<file path="src/rtl/periph_div_pkg.sv">
// Shared constants and types for the memory-mapped divider peripheral.
package periph_div_pkg;

  localparam int DIV_W = 32;

  // Register select on bus address bits [3:2]
  localparam logic [1:0] DIV_ADDR_STATUS  = 2'd0;
  localparam logic [1:0] DIV_ADDR_DIVISOR = 2'd1;
  localparam logic [1:0] DIV_ADDR_QUOT    = 2'd2;
  localparam logic [1:0] DIV_ADDR_REM     = 2'd3;

  // Bit positions inside the status word
  localparam int STAT_BUSY_BIT = 0;
  localparam int STAT_DZ_BIT   = 1;

  typedef enum logic {
    IDLE = 1'b0,
    BUSY = 1'b1
  } div_state_e;

endpackage

</file>
<file path="src/rtl/div_core.sv">
// Iterative restoring divider: one quotient bit per cycle, MSB first.
//
// state | meaning
// ------+-------------------------------------------------------------
// IDLE  | waiting for start; operands latched on the start cycle
// BUSY  | 32 iterations in flight; done pulses on the final iteration
//
// quotient/remainder present the value being written into the working
// registers, so the caller can capture the final result on the same edge
// that the last iteration completes.
module div_core
  import periph_div_pkg::*;
(
  input  logic              clk,
  input  logic              reset,
  input  logic              start,
  input  logic [DIV_W-1:0]  dividend,
  input  logic [DIV_W-1:0]  divisor,
  output logic              busy,
  output logic              done,
  output logic [DIV_W-1:0]  quotient,
  output logic [DIV_W-1:0]  remainder
);

  div_state_e        state_q, state_d;
  logic [4:0]        cnt_q, cnt_d;
  logic [DIV_W-1:0]  dvd_q, dvd_d;
  logic [DIV_W-1:0]  dvs_q, dvs_d;
  logic [DIV_W-1:0]  rem_q, rem_d;
  logic [DIV_W-1:0]  quo_q, quo_d;

  logic [DIV_W:0]    partial;
  logic [DIV_W-1:0]  diff;
  logic              borrow;

  // State and datapath registers; reset clears everything including a run in flight
  always_ff @(posedge clk) begin
    if (reset) begin
      state_q <= IDLE;
      cnt_q   <= '0;
      dvd_q   <= '0;
      dvs_q   <= '0;
      rem_q   <= '0;
      quo_q   <= '0;
    end else begin
      state_q <= state_d;
      cnt_q   <= cnt_d;
      dvd_q   <= dvd_d;
      dvs_q   <= dvs_d;
      rem_q   <= rem_d;
      quo_q   <= quo_d;
    end
  end

  // Next-state and one restoring step: trial-subtract the divisor from {rem, next dividend bit}
  always_comb begin
    state_d = state_q;
    cnt_d   = cnt_q;
    dvd_d   = dvd_q;
    dvs_d   = dvs_q;
    rem_d   = rem_q;
    quo_d   = quo_q;
    done    = 1'b0;

    partial = {rem_q, dvd_q[DIV_W-1]};
    borrow  = (partial < {1'b0, dvs_q});
    // When there is no borrow the difference is below the divisor, so 32 bits hold it
    diff    = partial[DIV_W-1:0] - dvs_q;

    case (state_q)
      IDLE: begin
        if (start) begin
          state_d = BUSY;
          cnt_d   = '0;
          dvd_d   = dividend;
          dvs_d   = divisor;
          rem_d   = '0;
          quo_d   = '0;
        end
      end
      BUSY: begin
        rem_d = borrow ? partial[DIV_W-1:0] : diff;
        quo_d = {quo_q[DIV_W-2:0], ~borrow};
        dvd_d = {dvd_q[DIV_W-2:0], 1'b0};
        cnt_d = cnt_q + 5'd1;
        if (cnt_q == 5'd31) begin
          done    = 1'b1;
          state_d = IDLE;
          cnt_d   = '0;
        end
      end
      default: state_d = IDLE;
    endcase
  end

  assign busy      = (state_q == BUSY);
  assign quotient  = quo_d;
  assign remainder = rem_d;

endmodule

</file>
<file path="src/rtl/periph_divider.sv">
// Bus responder for the divider: register decode, stall handshake and divide-by-zero shortcut.
module periph_divider
  import periph_div_pkg::*;
(
  input  logic              clk,
  input  logic              reset,
  input  logic              ce,
  input  logic              we,
  input  logic [1:0]        addr,
  input  logic              valid_stall_i,
  input  logic [DIV_W-1:0]  wdata,
  output logic [DIV_W-1:0]  rdata,
  output logic              valid_o
);

  logic [DIV_W-1:0] dividend_q, dividend_d;
  logic [DIV_W-1:0] divisor_q, divisor_d;
  logic [DIV_W-1:0] quot_q, quot_d;
  logic [DIV_W-1:0] rem_q, rem_d;
  logic             dz_q, dz_d;

  logic             wr_acc;
  logic             core_start;
  logic             core_busy;
  logic             core_done;
  logic [DIV_W-1:0] core_quot;
  logic [DIV_W-1:0] core_rem;
  logic [DIV_W-1:0] status;

  div_core u_core (
    .clk       (clk),
    .reset     (reset),
    .start     (core_start),
    .dividend  (dividend_q),
    .divisor   (wdata),
    .busy      (core_busy),
    .done      (core_done),
    .quotient  (core_quot),
    .remainder (core_rem)
  );

  // Handshake: hold the requester off anything that would disturb or read an unfinished result
  always_comb begin
    valid_o = 1'b0;
    if (ce) begin
      valid_o = 1'b1;
      if (core_busy) begin
        if (we && (addr == DIV_ADDR_STATUS || addr == DIV_ADDR_DIVISOR)) valid_o = 1'b0;
        if (!we && (addr == DIV_ADDR_QUOT || addr == DIV_ADDR_REM)) valid_o = 1'b0;
      end
    end
  end

  assign wr_acc     = ce & we & valid_o & ~valid_stall_i;
  assign core_start = wr_acc && (addr == DIV_ADDR_DIVISOR) && (wdata != '0);

  // Register updates from accepted writes, core completion and the divide-by-zero path
  always_comb begin
    dividend_d = dividend_q;
    divisor_d  = divisor_q;
    quot_d     = quot_q;
    rem_d      = rem_q;
    dz_d       = dz_q;

    if (core_done) begin
      quot_d = core_quot;
      rem_d  = core_rem;
    end

    if (wr_acc) begin
      case (addr)
        DIV_ADDR_STATUS:  dividend_d = wdata;
        DIV_ADDR_DIVISOR: begin
          divisor_d = wdata;
          if (wdata == '0) begin
            dz_d   = 1'b1;
            quot_d = '1;
            rem_d  = dividend_q;
          end else begin
            dz_d = 1'b0;
          end
        end
        default: ;
      endcase
    end
  end

  // Bus-visible registers
  always_ff @(posedge clk) begin
    if (reset) begin
      dividend_q <= '0;
      divisor_q  <= '0;
      quot_q     <= '0;
      rem_q      <= '0;
      dz_q       <= 1'b0;
    end else begin
      dividend_q <= dividend_d;
      divisor_q  <= divisor_d;
      quot_q     <= quot_d;
      rem_q      <= rem_d;
      dz_q       <= dz_d;
    end
  end

  // Read mux, combinational from addr
  always_comb begin
    status                = '0;
    status[STAT_BUSY_BIT] = core_busy;
    status[STAT_DZ_BIT]   = dz_q;
    case (addr)
      DIV_ADDR_STATUS:  rdata = status;
      DIV_ADDR_DIVISOR: rdata = divisor_q;
      DIV_ADDR_QUOT:    rdata = quot_q;
      default:          rdata = rem_q;
    endcase
  end

endmodule

</file>
<file path="config.mk">
export PLATFORM = sky130hd
export DESIGN_NAME = periph_divider
export DESIGN_NICKNAME = d
export VERILOG_FILES = /design/src/rtl/periph_div_pkg.sv /design/src/rtl/div_core.sv /design/src/rtl/periph_divider.sv
export SDC_FILE = /design/constraint.sdc
export NUM_CORES = 1
export LEC_CHECK = 0
export BUFFER_PORTS_ARGS = -buffer_cell sky130_fd_sc_hd__buf_2
export CORE_MARGIN = 5
export CORE_UTILIZATION = 65
export CTS_BUF_LIST = sky130_fd_sc_hd__clkbuf_4 sky130_fd_sc_hd__clkbuf_8
export DETAILED_ROUTE_END_ITERATION = 12
export PLACE_DENSITY = 0.83
export SETUP_SLACK_MARGIN = 0.15
export SYNTH_ARGS = -nofsm -noshare
export SYNTH_HDL_FRONTEND = slang
export SYNTH_HIERARCHICAL = 1
export SYNTH_SLANG_ARGS = --single-unit
</file>
<file path="constraint.sdc">
create_clock -name clk -period 7.73 [get_ports clk]
set_input_delay 1.546 -clock clk [delete_from_list [all_inputs] [get_ports clk]]
set_output_delay 1.546 -clock clk [all_outputs]
set_load 0.01 [all_outputs]
</file>
==> flow_metrics.env <==
export IMPL_status="finished, final reports clean"
export IMPL_dp_hpwl_um=22500
export IMPL_n_antenna_cell=0
export IMPL_dp_slack_ps=2460
export IMPL_grt_max_degree=120
export IMPL_cts_buffers=43
export IMPL_num_vias=11633
export IMPL_synth_area_sq_um=13200
export IMPL_core_sq_um=20100
export IMPL_r2r_start="u_core/dvs_q[12]"
export IMPL_h_tree_depth=2
export IMPL_synth_top_family_by_area="compound AO/OA/AOI/OAI gates"
export IMPL_fin_crit_sh_pct=69.0
export IMPL_cts_hold_buf=0
export IMPL_synth_xor_xnor_area_share_pct=1.73
export IMPL_period_minus_slack_ps=5330
export IMPL_drtPass1Iterations=6
export IMPL_cts_tree="yes"
export IMPL_synth_edf_count=0
export IMPL_yosys_top_cells_area="dfxtp_1 (40%), a21oi_1 (9.1%), mux2i_1 (7.7%), a22o_1 (7.5%), nand2_1 (6.0%)"
export IMPL_slew_violations=0
export IMPL_clock_sinks=263
export IMPL_ys_seq_area_share_pct=40.0
export IMPL_fp_row_count=52
export IMPL_start_kind="input port"
export IMPL_start_util_pct=65.4
export IMPL_syn_to_final_growth_pct=9.74
export IMPL_clock_path_buffers=3
export IMPL_drt_wl_total_um=35500
export IMPL_setup_viol=0
export IMPL_drcViolationCount=0
export IMPL_final_core_utilization_pct=71.8
export IMPL_power_density_nw_per_um2=212
export IMPL_synth_compound_area_share_pct=23.8
export IMPL_peakVddDrop_v=0.000198
export IMPL_drt_initial_drc_count=1020
export IMPL_multi_input_area_sq_um=7240
export IMPL_synth_avg_cell_area_sq_um=8.66
export IMPL_skew_ps=23.9
export IMPL_synth_simple_gate_area_share_pct=13.7
export IMPL_layout_nets=1599
export IMPL_arrival_ps=3780
export IMPL_max_clock_freq_mhz=188
export IMPL_drv_cap=0
export IMPL_cp_max_fo=35
export IMPL_yosys_warnings=6
export IMPL_path_clk_slew_ps=60
export IMPL_synth_mux_area_share_pct=12.0
export IMPL_port_buffer_count=71
export IMPL_grt_pass1_wl_um=56500
export IMPL_setup_tns_ps=0
export IMPL_clock_tree_root_cell="clkbuf_8"
export IMPL_worst_pin_slew_ps=1270
export IMPL_rsz0062_at_grt="false"
export IMPL_die_h_um=152
export IMPL_die_w_um=152
export IMPL_ys_flop_type="dfxtp_1"
export IMPL_final_hold_violation_count=0
export IMPL_via_per_inst=6.37
export IMPL_synth_fa_ha_area_share_pct=3.39
export IMPL_clk_latency_ps=550
export IMPL_r2r_setup_slack_ps=3410
export IMPL_end_kind="output port"
export IMPL_p_leak_nw=5.47
export IMPL_ant_nets=0
export IMPL_dieArea_sq_um=23200
export IMPL_async_flop_share_pct=0
export IMPL_crit_end="rdata[16]"
export IMPL_wire_per_inst_um=19.4
export IMPL_ff_latch_area_sq_um=5270
export IMPL_path_class="input port to output port"
export IMPL_syn_inst=1520
export IMPL_post_cts_buffers=0
export IMPL_timing_rr_end="rem_q[22]"
export IMPL_hold_class="flip-flop to flip-flop"
export IMPL_antenna_found_initial=0
export IMPL_yosys_area_top_type="dfxtp_1"
export IMPL_relSlewSlack_pct=15.2
export IMPL_fillCellCount=1473
export IMPL_io_pins=72
export IMPL_worst_r2r_cell_count=13
export IMPL_ys_types=66
export IMPL_synth_top_cell_area_share_pct=40.0
export IMPL_cts_repair_resized=0
export IMPL_ys_ff_latch=263
export IMPL_gp_congestion=0.897
export IMPL_worstPathRequired_ps=6180
export IMPL_cp_startpoint="addr[1]"
export IMPL_worst_slack_ps=2400
export IMPL_grt_pass1_vias=11026
export IMPL_track_usage_pct=28.8
export IMPL_overflow=0
export IMPL_drive_above_1_share_pct=14.8
export IMPL_syn_num_nets=1594
==> flip-flops by register name, summed over array words and instances, names as in the netlist <==
name          cells
dividend_q       32
divisor_q        32
dz_q              1
quot_q           32
rem_q            32
u_core/busy       1
u_core/cnt_q      5
u_core/dvd_q     32
u_core/dvs_q     32
u_core/quo_q     32
u_core/rem_q     32
==> placed cells by master, fill, tap and decap left out, types with 10 or more instances in the layout <==
| cell | synthesis | layout |
|---|---|---|
| nor2_1 | 85 | 83 |
| clkbuf_4 | 0 | 16 |
| inv_1 | 45 | 45 |
| ha_1 | 34 | 34 |
| mux2i_1 | 101 | 101 |
| o21ai_0 | 24 | 24 |
| mux2_2 | 44 | 44 |
| clkbuf_8 | 0 | 54 |
| a21oi_1 | 238 | 237 |
| xnor2_1 | 20 | 20 |
| buf_4 | 2 | 16 |
| o41ai_1 | 32 | 32 |
| a22o_1 | 113 | 113 |
| dfxtp_1 | 263 | 262 |
| nand3_1 | 11 | 10 |
| nor2b_1 | 37 | 35 |
| nand2_1 | 211 | 211 |
| a21o_1 | 11 | 11 |
| buf_2 | 21 | 70 |
==> critical path, stage by stage <==
cell and delay [ps]:
buf_2 640, nor2b_2 1140, a22o_1 300, buf_2 140
==> final cells by class <==
cell class / count / share of cell area [%]
multi-input combinational: 1085 / 50.2
sequential: 263 / 36.5
clock buffer: 70 / 5.98
timing repair buffer: 87 / 3.34
tap: 270 / 2.34
inverter: 45 / 1.17
clock inverter: 5 / 0.520
==> cell families after synthesis <==
family,after synthesis
muxes,150
AOI/OAI and AO/OA,470
buffers and inverters,172
DFF,263
xor gates and xnor gates,26
adders and majority gates,35
and+or+nand+nor,404
==> per-layer routing <==
metal  routed length, um  up-vias  track usage [%]
met5                   0        -                0
met4                 599        0             7.92
li1                    -     5440                -
met1               15600     5590             41.0
met2               16200      538             45.3
met3                3110       65             5.17
==> stage by stage <==
step / hold slack [ps] / cells / cell area (sq um) / total power, mW
floorplan: 433 / 1520 / 13200 / 1.68
global placement: 439 / 1750 / 13500 / 1.76
detailed placement: 446 / 1750 / 13500 / 1.76
CTS: 454 / 1825 / 14400 / 3.06
global route: 471 / 1825 / 14400 / 3.16
finish: 451 / 1825 / 14400 / 3.06
==> cells in the mapped netlist, types with 6 or more instances <==
cell type / n
xor2_1: 6
a21o_1: 11
nor2_1: 85
a32o_1: 6
ha_1: 34
nand3_1: 11
o41ai_1: 32
a22o_1: 113
inv_1: 45
nor4_1: 8
nand2b_1: 8
buf_1: 12
nor3_1: 6
nand4_1: 8
a21oi_1: 238
nand2_1: 211
and3_1: 6
clkbuf_1: 90
buf_2: 21
mux2i_1: 101
mux2_2: 44
nor2b_1: 37
xnor2_1: 20
dfxtp_1: 263
o21ai_0: 24
==> power breakdown <==
group	switching [mW]	internal (mW)	leakage, nW
registers	0.00846	1.36	2.12
logic	0.234	0.137	2.85
clock network	0.542	0.769	0.502
total	0.785	2.27	5.47
==> worst min path at each step <==
stage	start	end	slack (ps)	cells past startpoint
after floorplan	divisor_q[0]	divisor_q[0]	430	2
after global placement	divisor_q[22]	divisor_q[22]	440	2
after detailed placement	divisor_q[17]	divisor_q[17]	450	2
after CTS	divisor_q[17]	divisor_q[17]	450	2
after global routing	u_core/dvs_q[5]	u_core/dvs_q[5]	470	2
final	divisor_q[31]	divisor_q[31]	450	2
Power figures use the tool's default switching activity.
